File: src/rtl/voltage_window_stats.sv
// Window statistics over an 8-bit sample stream: average, minimum and maximum per
// 2**LOG2_WIN samples, hysteretic OV/UV flags, and a valid/ready result register.
module voltage_window_stats #(
  parameter int unsigned LOG2_WIN = 4,
  parameter logic [7:0]  OV_HI    = 8'd220,
  parameter logic [7:0]  OV_LO    = 8'd200,
  parameter logic [7:0]  UV_LO    = 8'd40,
  parameter logic [7:0]  UV_HI    = 8'd60
) (
  input  logic       clk,
  input  logic       rst_n,
  input  logic [7:0] sample_in,
  input  logic       sample_valid,
  input  logic       clear,
  output logic [7:0] avg_out,
  output logic [7:0] min_out,
  output logic [7:0] max_out,
  output logic       result_valid,
  input  logic       result_ready,
  output logic       ovp_flag,
  output logic       uvp_flag,
  output logic       overrun
);
  localparam int unsigned ACC_W = 8 + LOG2_WIN;

  typedef enum logic {IDLE, ACCUM} state_t;
  state_t state_q, state_d;
  logic   fresh;

  logic [ACC_W-1:0]    acc_q, acc_d, acc_base, sum_new;
  logic [LOG2_WIN-1:0] cnt_q, cnt_d;
  logic [7:0]          run_min_q, run_min_d, run_max_q, run_max_d;
  logic [7:0]          min_base, max_base, min_new, max_new, avg_new;
  logic [7:0]          avg_q, avg_d, min_q, min_d, max_q, max_d;
  logic                valid_q, valid_d, ovp_q, ovp_d, uvp_q, uvp_d, ovr_q, ovr_d;
  logic                accept, win_end, xfer;

  // FSM: state register
  always_ff @(posedge clk or negedge rst_n) begin
    if (!rst_n) state_q <= IDLE;
    else        state_q <= state_d;
  end

  // FSM: next state
  always_comb begin
    state_d = state_q;
    if (clear)       state_d = IDLE;
    else if (accept) state_d = ACCUM;
  end

  // FSM: outputs; in IDLE the running statistics start from their neutral values
  always_comb begin
    fresh = (state_q == IDLE);
  end

  always_comb begin
    accept   = sample_valid & ~clear;
    win_end  = accept & (&cnt_q);
    xfer     = valid_q & result_ready;
    acc_base = fresh ? '0    : acc_q;
    min_base = fresh ? 8'hFF : run_min_q;
    max_base = fresh ? 8'h00 : run_max_q;
    sum_new  = acc_base + {{LOG2_WIN{1'b0}}, sample_in};
    avg_new  = sum_new[ACC_W-1 -: 8];
    min_new  = (sample_in < min_base) ? sample_in : min_base;
    max_new  = (sample_in > max_base) ? sample_in : max_base;
  end

  always_comb begin
    acc_d     = acc_q;
    cnt_d     = cnt_q;
    run_min_d = run_min_q;
    run_max_d = run_max_q;
    avg_d     = avg_q;
    min_d     = min_q;
    max_d     = max_q;
    valid_d   = valid_q;
    ovp_d     = ovp_q;
    uvp_d     = uvp_q;
    ovr_d     = ovr_q;
    if (clear) begin
      acc_d     = '0;
      cnt_d     = '0;
      run_min_d = 8'hFF;
      run_max_d = 8'h00;
      valid_d   = 1'b0;
      ovr_d     = 1'b0;
    end else if (win_end) begin
      acc_d     = '0;
      cnt_d     = '0;
      run_min_d = 8'hFF;
      run_max_d = 8'h00;
      avg_d     = avg_new;
      min_d     = min_new;
      max_d     = max_new;
      valid_d   = 1'b1;
      // Overwriting a result the consumer has not taken this edge is an overrun
      if (valid_q && !result_ready) ovr_d = 1'b1;
      if (!ovp_q && avg_new > OV_HI)      ovp_d = 1'b1;
      else if (ovp_q && avg_new < OV_LO)  ovp_d = 1'b0;
      if (!uvp_q && avg_new < UV_LO)      uvp_d = 1'b1;
      else if (uvp_q && avg_new > UV_HI)  uvp_d = 1'b0;
    end else begin
      if (accept) begin
        acc_d     = sum_new;
        cnt_d     = cnt_q + LOG2_WIN'(1);
        run_min_d = min_new;
        run_max_d = max_new;
      end
      if (xfer) valid_d = 1'b0;
    end
  end

  always_ff @(posedge clk or negedge rst_n) begin
    if (!rst_n) begin
      acc_q     <= '0;
      cnt_q     <= '0;
      run_min_q <= 8'hFF;
      run_max_q <= 8'h00;
      avg_q     <= 8'h00;
      min_q     <= 8'h00;
      max_q     <= 8'h00;
      valid_q   <= 1'b0;
      ovp_q     <= 1'b0;
      uvp_q     <= 1'b0;
      ovr_q     <= 1'b0;
    end else begin
      acc_q     <= acc_d;
      cnt_q     <= cnt_d;
      run_min_q <= run_min_d;
      run_max_q <= run_max_d;
      avg_q     <= avg_d;
      min_q     <= min_d;
      max_q     <= max_d;
      valid_q   <= valid_d;
      ovp_q     <= ovp_d;
      uvp_q     <= uvp_d;
      ovr_q     <= ovr_d;
    end
  end

  assign avg_out      = avg_q;
  assign min_out      = min_q;
  assign max_out      = max_q;
  assign result_valid = valid_q;
  assign ovp_flag     = ovp_q;
  assign uvp_flag     = uvp_q;
  assign overrun      = ovr_q;
endmodule

File: config.mk
export PLATFORM = sky130hd
export DESIGN_NAME = voltage_window_stats
export DESIGN_NICKNAME = d
export VERILOG_FILES = /design/src/rtl/voltage_window_stats.sv
export SDC_FILE = /design/constraint.sdc
export NUM_CORES = 1
export LEC_CHECK = 0
export ABC_AREA = 1
export CAP_MARGIN = 20
export CORE_AREA = 2 2 63 109
export CTS_CLUSTER_SIZE = 24
export DETAILED_ROUTE_END_ITERATION = 8
export DIE_AREA = 0 0 65 111
export PLACE_DENSITY = 0.82
export SKIP_CTS_REPAIR_TIMING = 1
export SLEW_MARGIN = 30
export SYNTH_ARGS = -nofsm -noshare
export SYNTH_HDL_FRONTEND = slang
export SYNTH_SLANG_ARGS = --single-unit
export TNS_END_PERCENT = 5
File: constraint.sdc
create_clock -name clk -period 7.6 [get_ports clk]
set_clock_uncertainty 0.15 [all_clocks]
set_input_delay 1.14 -clock clk [delete_from_list [all_inputs] [get_ports clk]]
set_output_delay 1.14 -clock clk [all_outputs]
set_load 0.03 [all_outputs]
==> metrics.yaml, run 1 <==
synthesis:
  synth_edf_count: 0
  netlist_area_um2: 3670
  ys_async_sr_fraction: 1.00
  yosys.area_share.xor_xnor: 0.00239
  muxShareOfSynthArea: 0
  synth_cell_types: 36
  synth_top_family_by_area: "simple AND/OR/NAND/NOR gates"
  synthCells: 487
  syn-num-nets: 525
  ys_warn_count: 0
  yosysTopAreaCell: "dfrtp_1"
  synth-simple-area-share: 0.322
  avgSynthCellArea_um2: 7.54
  synth_top_area_share: 0.361
  synth_ff_type: "dfrtp_1"
  seq_area_frac_synth: 0.419
  synth_area_leaders: "dfrtp_1, nand2_1, ha_1"
  synth-compound-area-share: 0.0961
  synthAdderAreaFrac: 0.0873
  yosys_register_bits: 61
sta:
  worst_pin_slew_ns: 0.778
  worst_slack_ns: 4.45
  min_period_ns: 3.15
  fmax_mhz: 318
  maxSlewViolCount: 0
  tns_ns: 0
  post-route-period-util: 0.414
  rsz0062_at_grt: "false"
  setup_violations: 0
  hold_viol: 0
  slew_headroom: 0.482
floorplan:
  die_w_um: 65
  initial_core_util: 0.574
  die_area_um2: 7220
  io-pin-count: 41
  placement_rows: 39
  die_y_um: 111
  core-area_um2: 6390
route:
  drc: 0
  wl_per_cell_um: 14.0
  totalWireLength_um: 8570
  via_per_inst: 5.31
  drt_pass1_iterations: 4
  vias: 3261
  drtAntennaViolNets: 0
  drt_iter0_markers: 178
final_layout:
  syn_to_final_growth_pct: 20.7
  fill_cells: 551
  drive_gt1_frac: 0.102
  instances_no_fill: 614
  insertedDiodeCount: 0
  finalNetCount: 565
  multi_input_comb_area_um2: 1870
  final-seq-area_um2: 1540
clock_network:
  htreeDepth: 3
  clock_tree.buffer_depth: 2
  cts-buffers-inserted: 9
  path_clk_slew_ns: 0.05
  cts-root-buf: "clkbuf_16"
  tritoncts: "built"
  clock_latency_ns: 0.33
  clock-sinks: 61
flow_run:
  drv_cap: 0
global_route:
  grt_max_degree: 62
  grt_first_pass_wirelength_um: 14900
  antenna_found_initial: 0
  grtUsageTotal: 0.268
  grt_pass1_vias: 3277
  grt_overflow: 0
worst_setup_path:
  crit_arrival_ns: 3.22
  worstPathRequired_ns: 7.67
  cp-end-kind: "flop"
  worst-path-max-fanout: 6
  crit_type: "input port to flop"
  start_kind: "input port"
power:
  total_leakage_power_nw: 2.31
  ir_drop_uv: 142
  power_density_nw_per_um2: 205
  p_total_w: 0.000910
place:
  pre_cts_slack_ns: 4.13
  place_inst: 598
  port-buffer-count: 40
  globalplace.congestion: 0.948
  dpl.hpwl_um: 6370
run_status:
  status: "completed"
hold_path:
  worst_hold_path_type: "flop to flop"
per-layer routing:
| layer | global-route usage | vias up | wire length (um) | part of all wire |
|---|---|---|---|---|
| li1 | - | 1654 | - | - |
| met5 | 0 | - | 0 | 0 |
| met1 | 0.315 | 1500 | 3520 | 0.41 |
| met4 | 0.165 | 0 | 412 | 0.048 |
| met3 | 0.0569 | 26 | 331 | 0.039 |
| met2 | 0.436 | 81 | 4300 | 0.50 |
Yosys cell counts (2+ instances only):
| master | number |
|---|---|
| a21oi_1 | 18 |
| nand4_1 | 2 |
| ha_1 | 24 |
| inv_1 | 52 |
| dfstp_2 | 8 |
| nor2_2 | 5 |
| o22ai_1 | 3 |
| nand2_1 | 161 |
| nand3_1 | 52 |
| o21ai_0 | 16 |
| dfrtp_1 | 53 |
| a21oi_2 | 2 |
| nor2_1 | 32 |
| a22o_1 | 3 |
| nand2_2 | 9 |
| clkbuf_1 | 5 |
| o21a_1 | 2 |
| o21ai_1 | 9 |
| nand3_2 | 2 |
| nand2_4 | 2 |
| inv_2 | 4 |
| nand3b_1 | 2 |
| buf_2 | 8 |
kinds of logic after synthesis:
kind of cell,Yosys count
xor+xnor,1
simple gates,272
fa+ha+maj,25
buf+inv,69
flops,61
compound gates,59
cell usage in the layout, fill, tap and decap left out, types with 2 or more instances in the layout:
cell type	n
buf_4	2
a22o_1	3
clkdlybuf4s50_1	39
nand2_4	2
nand3_2	2
nand4_1	2
nand2_1	161
o22ai_1	3
nor2_1	32
a21oi_1	18
ha_1	24
o21ai_1	9
o21ai_0	16
clkbuf_16	9
inv_1	52
clkbuf_8	2
dfrtp_1	53
inv_2	4
clkbuf_1	2
nand3_1	52
nand2_2	9
o21a_1	2
nand3b_1	2
dfstp_2	8
nor2_2	5
a21oi_2	2
registers in the layout (all words and copies together), names as in the netlist:
| signal | flops |
|---|---|
| result_valid | 1 |
| state_q | 1 |
| overrun | 1 |
| run_max_q | 8 |
| uvp_flag | 1 |
| ovp_flag | 1 |
| acc_q | 12 |
| cnt_q | 4 |
| run_min_q | 8 |
| min_out | 8 |
| max_out | 8 |
| avg_out | 8 |
worst paths after layout:
kind	slack, ns	to	cells after the start	startpoint
max	4.45	uvp_flag	14	sample_in[2]
min	0.33	run_max_q[3]	2	run_max_q[3]
max reg2reg	4.88	min_out[3]	9	state_q
min reg2reg	0.33	run_max_q[3]	2	run_max_q[3]
max in group asynchronous	6.00	avg_out[5]	2	rst_n
min in group asynchronous	0.79	acc_q[3]	2	rst_n
through the flow:
| stage | hold WS, ns | utilization | instance area, um^2 |
|---|---|---|---|
| 2_1_floorplan | 0.299 | - | 3670 |
| 3_3_place_gp | 0.312 | 0.645 | 4130 |
| 3_5_place_dp | 0.318 | 0.645 | 4130 |
| 4_1_cts | 0.330 | 0.693 | 4430 |
| 5_1_grt | 0.349 | 0.693 | 4430 |
| 6_report | 0.329 | 0.693 | 4430 |
where the power goes:
group	switching [W]	internal, W	leakage [nW]
Combinational	0.0000871	0.0000493	1.38
Sequential	0.0000154	0.000347	0.783
Clock	0.000139	0.000271	0.150
Total	0.000241	0.000668	2.31
critical path, stage by stage:
cell and delay (ns):
clkdlybuf4s50_1 0.54, ha_1 0.43, nand2_1 0.11, nand3_1 0.19, nand2_1 0.16, nand2_1 0.08
nand2_1 0.06, nand2_1 0.11, nand3b_1 0.13, nand2_1 0.07, nand2_1 0.06, nand2_1 0.04
nand2_1 0.05, nand2_1 0.04
final cells by class:
| class | count | share of cell area |
|---|---|---|
| clock buffer | 13 | 0.0588 |
| multi-input combinational | 357 | 0.421 |
| sequential | 61 | 0.347 |
| inverter | 56 | 0.0475 |
| clock inverter | 3 | 0.00989 |
| timing repair buffer | 42 | 0.0927 |
| tap | 82 | 0.0232 |
Note: power is estimated with default switching activity, not from simulation.
==> run 2: changes to the inputs <==
--- a/config.mk
+++ b/config.mk
@@ -7,11 +7,11 @@
 export LEC_CHECK = 0
 export ABC_AREA = 1
 export CAP_MARGIN = 20
-export CORE_AREA = 2 2 63 109
+export CORE_AREA = 2 2 68 118
 export CTS_CLUSTER_SIZE = 24
 export DETAILED_ROUTE_END_ITERATION = 8
-export DIE_AREA = 0 0 65 111
-export PLACE_DENSITY = 0.82
+export DIE_AREA = 0 0 70 120
+export PLACE_DENSITY = 0.74
 export SKIP_CTS_REPAIR_TIMING = 1
 export SLEW_MARGIN = 30
 export SYNTH_ARGS = -nofsm -noshare
==> constraint.sdc (replaced) <==
create_clock -name clk -period 2.8 [get_ports clk]
set_clock_uncertainty 0.15 [all_clocks]
set_input_delay 0.42 -clock clk [delete_from_list [all_inputs] [get_ports clk]]
set_output_delay 0.42 -clock clk [all_outputs]
set_load 0.03 [all_outputs]
==> metrics.yaml, run 2 (synthesized netlist as in run 1, its figures left out) <==
global_route:
  grt_first_pass_wirelength_um: 15400
  grt_max_degree: 23
  grtUsageTotal: 0.236
  grt_overflow: 0
  antenna_found_initial: 0
  grt_pass1_vias: 3280
route:
  drt_pass1_iterations: 4
  drc: 0
  wl_per_cell_um: 14.2
  drt_iter0_markers: 317
  m1WireLength_um: 3620
  via_per_inst: 5.23
  vias: 3313
  totalWireLength_um: 9000
  dr.max_layer_used: "met4"
  drtAntennaViolNets: 0
  wl_met2_um: 4650
  wl_met3_um: 388
final_layout:
  top_register: "acc_q"
  instances_no_fill: 633
  fill_cells: 682
  largest_register_ffs: 12
  syn_to_final_growth_pct: 22.9
  drive_gt1_frac: 0.125
  finalNetCount: 578
  insertedDiodeCount: 0
  mostFrequentLayoutCells: "nand2_1, dfrtp_1, inv_1, nand3_1, clkdlybuf4s50_1"
  final_common_cell: "nand2_1"
clock_network:
  tritoncts: "built"
  htreeDepth: 3
  cts-root-buf: "clkbuf_16"
  path_clk_slew_ns: 0.05
  cts-buffers-inserted: 9
  clock-sinks: 61
  clock_tree.buffer_depth: 2
  clock_latency_ns: 0.34
sta:
  hold_viol: 0
  fin_hold_ws_ns: 0.326
  maxSlewViolCount: 0
  tns_ns: 0
  min_period_ns: 2.56
  slew_headroom: 0.668
  worst_pin_slew_ns: 0.498
  rsz0062_at_grt: "false"
  fmax_mhz: 391
  post-route-period-util: 0.914
  setup_violations: 0
floorplan:
  die_y_um: 120
  die_area_um2: 8400
  placement_rows: 42
  io-pin-count: 41
  die_w_um: 70
  initial_core_util: 0.492
  core-area_um2: 7460
hold_path:
  holdPathStages: 2
  worst_hold_path_type: "flop to flop"
  holdCritStartpoint: "run_max_q[2]"
flow_run:
  drv_cap: 0
worst_setup_path:
  worstPathRequired_ns: 2.88
  crit_arrival_ns: 2.64
  cp_cell_sequence: "buf_4 > nand2_1 > inv_1 > ha_1 > nand2_1 > nand3_1 > nand2_1 > nand2_1 > nand2_1 > nand2_1 > nand3b_1 > nand2_1 > nand2_1 > nand2_1 > nand2_1 > nand2_1"
  reg2reg_depth: 16
  crit_type: "flop to flop"
  cpMostUsedCell: "nand2_1"
  start_kind: "flop"
  worst-path-max-fanout: 12
  slowest_stage: "dfrtp_1"
  r2r-start: "state_q"
  critPathLaunch: "state_q"
  slowest_delay_ns: 0.58
  cp-end-kind: "flop"
power:
  power_density_nw_per_um2: 529
  ir_drop_uv: 313
  total_leakage_power_nw: 2.36
place:
  dpl.hpwl_um: 6880
  port-buffer-count: 40
  globalplace.congestion: 0.901
  place_inst: 616
run_status:
  status: "completed"
-- run 2: cell types whose count changed in the layout (fill, tap and decap cells not counted) --
cell and delta:
bufinv_16 -1, clkbuf_8 -1, dlygate4sd3_1 +1, clkinv_2 +2, clkbuf_1 -2, clkinvlp_4 +2, buf_4 +12
-- run 2: area by class of cell --
class                      instances  area [um^2]  area share
tap                               88          110      0.0244
multi-input combinational        357         1870       0.414
clock inverter                     6         38.8     0.00860
inverter                          56          210      0.0466
sequential                        61         1540       0.341
timing repair buffer              55          510       0.113
clock buffer                      10          239      0.0530
-- run 2: final timing paths --
path | slack (ns) | to
worst max-delay path | 0.24 | uvp_flag
worst min-delay path | 0.33 | run_max_q[2]
worst max register to register | 0.24 | uvp_flag
worst min register to register | 0.33 | run_max_q[2]
max in group asynchronous | 1.36 | run_min_q[5]
min in group asynchronous | 0.43 | cnt_q[2]
-- run 2: critical path, delay by kind of cell, from the launching register on --
| kind | cells | cell delay (ns) |
|---|---|---|
| simple gates | 13 | 1.12 |
| fa+ha+maj | 1 | 0.27 |
| flops | 1 | 0.58 |
| buf+inv | 2 | 0.32 |
-- run 2: where the power goes --
| group | internal, W | switching (W) |
|---|---|---|
| logic | 0.000145 | 0.000241 |
| registers | 0.000943 | 0.0000382 |
| clock network | 0.000618 | 0.000401 |
-- run 2: layer usage --
metal / track usage / vias up
met3: 0.0428 / 17
li1: - / 1679
met5: 0 / -
met2: 0.409 / 86
met4: 0.130 / 0
met1: 0.271 / 1531
-- run 2: through the flow --
stage / util / setup WS [ns] / instance area [um^2] / power, W
6_report: 0.604 / 0.239 / 4510 / 0.00239
5_1_grt: 0.604 / 0.0102 / 4510 / 0.00249
4_1_cts: 0.603 / 0.273 / 4500 / 0.00240
3_5_place_dp: 0.566 / 0.0780 / 4220 / 0.00138
3_3_place_gp: 0.566 / 0.110 / 4220 / 0.00137
2_1_floorplan: - / 0.341 / 3670 / 0.00123
==> run 3: changes to the inputs <==
--- a/config.mk
+++ b/config.mk
@@ -7,11 +7,13 @@
 export LEC_CHECK = 0
 export ABC_AREA = 1
 export CAP_MARGIN = 20
-export CORE_AREA = 2 2 68 118
+export CELL_PAD_IN_SITES_DETAIL_PLACEMENT = 1
+export CELL_PAD_IN_SITES_GLOBAL_PLACEMENT = 1
+export CORE_AREA = 2 2 87 152
 export CTS_CLUSTER_SIZE = 24
 export DETAILED_ROUTE_END_ITERATION = 8
-export DIE_AREA = 0 0 70 120
-export PLACE_DENSITY = 0.74
+export DIE_AREA = 0 0 89 154
+export PLACE_DENSITY_LB_ADDON = 0.1
 export SKIP_CTS_REPAIR_TIMING = 1
 export SLEW_MARGIN = 30
 export SYNTH_ARGS = -nofsm -noshare
==> metrics.yaml, run 3 (synthesized netlist as in run 1, its figures left out) <==
sta:
  slew_headroom: 0.637
  min_period_ns: 2.46
  post-route-period-util: 0.878
  fmax_mhz: 407
  hold_viol: 0
  worst_pin_slew_ns: 0.545
  worst_slack_ns: 0.342
  setup_violations: 0
  rsz0062_at_grt: "false"
  maxSlewViolCount: 0
  tns_ns: 0
worst_setup_path:
  endpoint: "uvp_flag"
  worstPathRequired_ns: 2.88
  rr_endpoint: "ovp_flag"
  reg2reg_depth: 15
  worst-path-max-fanout: 4
  start_kind: "input port"
  slowest_stage: "clkdlybuf4s50_1"
  cp_cell_sequence: "clkdlybuf4s50_1 > ha_1 > fa_1 > nand2_1 > nand2_1 > nand3_2 > nand2_2 > nand2_2 > nand2_2 > nor2_2 > nand3_1 > nand2_1 > nand2_1 > nand2_1 > nand2_1"
  cp-end-kind: "flop"
  critPathLaunch: "sample_in[0]"
  reg2reg_slack_ns: 0.36
  r2r-start: "state_q"
  crit_type: "input port to flop"
  cpMostUsedCell: "nand2_1"
  slowest_delay_ns: 0.46
  crit_arrival_ns: 2.54
final_layout:
  mostFrequentLayoutCells: "nand2_1, dfrtp_1, inv_1, nand3_1, clkdlybuf4s50_1"
  syn_to_final_growth_pct: 27.6
  top_register: "acc_q"
  finalNetCount: 580
  postLayoutCoreUtil: 0.377
  drive_gt1_frac: 0.128
  final_common_cell: "nand2_1"
  insertedDiodeCount: 0
  largest_register_ffs: 12
power:
  power_density_nw_per_um2: 557
  total_leakage_power_nw: 2.39
  ir_drop_uv: 289
global_route:
  grtUsageTotal: 0.184
  grt_pass1_vias: 3741
  grt_max_degree: 38
  grt_first_pass_wirelength_um: 19000
  grt_overflow: 0
  antenna_found_initial: 0
clock_network:
  clock_tree.buffer_depth: 2
  clock-sinks: 61
  cts-buffers-inserted: 9
  path_clk_slew_ns: 0.06
  cts-root-buf: "clkbuf_16"
  clock_latency_ns: 0.33
  tritoncts: "built"
  htreeDepth: 3
route:
  drt_pass1_iterations: 4
  drc: 0
  via_per_inst: 4.76
  vias: 3401
  drtAntennaViolNets: 0
  drt_iter0_markers: 103
  wl_per_cell_um: 16.1
  totalWireLength_um: 11500
place:
  port-buffer-count: 40
  dpl.hpwl_um: 8860
  globalplace.congestion: 0.837
  pre_cts_slack_ns: 0.00527
floorplan:
  initial_core_util: 0.295
  die_area_um2: 13700
  io-pin-count: 41
  placement_rows: 54
  die_w_um: 89
  core-area_um2: 12400
  die_y_um: 154
hold_path:
  worst_hold_path_type: "flop to flop"
flow_run:
  drv_cap: 0
run_status:
  status: "completed"
## run 3: cell count changes in the layout (fill, tap and decap cells not counted)
cell       change
inv_6          +2
buf_12         +1
buf_2          -1
clkbuf_8       -1
clkinv_4       -1
clkinv_2       -2
buf_4          +2
bufinv_16      +2
## run 3: how the worst min path moves through the flow
stage	start	to	slack, ns	cells after the start
2_1_floorplan	rst_n	acc_q[0]	-0.03	0
3_3_place_gp	run_max_q[0]	run_max_q[0]	0.31	2
3_5_place_dp	run_max_q[0]	run_max_q[0]	0.32	2
4_1_cts	rst_n	acc_q[4]	0.12	1
5_1_grt	avg_out[0]	avg_out[0]	0.36	2
6_report	run_max_q[0]	run_max_q[0]	0.33	2
## run 3: critical path, delay by kind of cell
family / cells / cell delay, ns
and+or+nand+nor: 12 / 0.96
adders and majority gates: 2 / 0.67
buffers and inverters: 1 / 0.46
## run 3: through the flow
step,hold WS [ns],cell area [um^2],total power (W),std cells
floorplan,-0.0256,3670,0.00123,487
global placement,0.314,4350,0.00140,698
detailed placement,0.317,4350,0.00141,698
CTS,0.116,4670,0.00266,714
global route,0.364,4690,0.00275,715
finish,0.328,4690,0.00261,715
## run 3: cell type report
type / count / area (um^2)
fillers: 1563 / 7750
multi-input cells: 357 / 1870
flip-flops and latches: 61 / 1540
repair buffers: 57 / 541
clock buffers: 9 / 225
inverters: 56 / 210
well taps: 168 / 210
clock inverters: 7 / 97.6
## run 3: layer usage
metal  share of wire  GRT usage  wire length (um)
met4           0.025     0.0625               294
met3           0.014     0.0338               163
met2            0.58      0.350              6690
met5               0          0                 0
met1            0.38      0.194              4380
## run 3: power by group
group,internal (W),leakage [nW],switching [W]
clock,0.000783,0.152,0.000442
sequential,0.000942,0.783,0.0000361
combinational,0.000148,1.46,0.000260
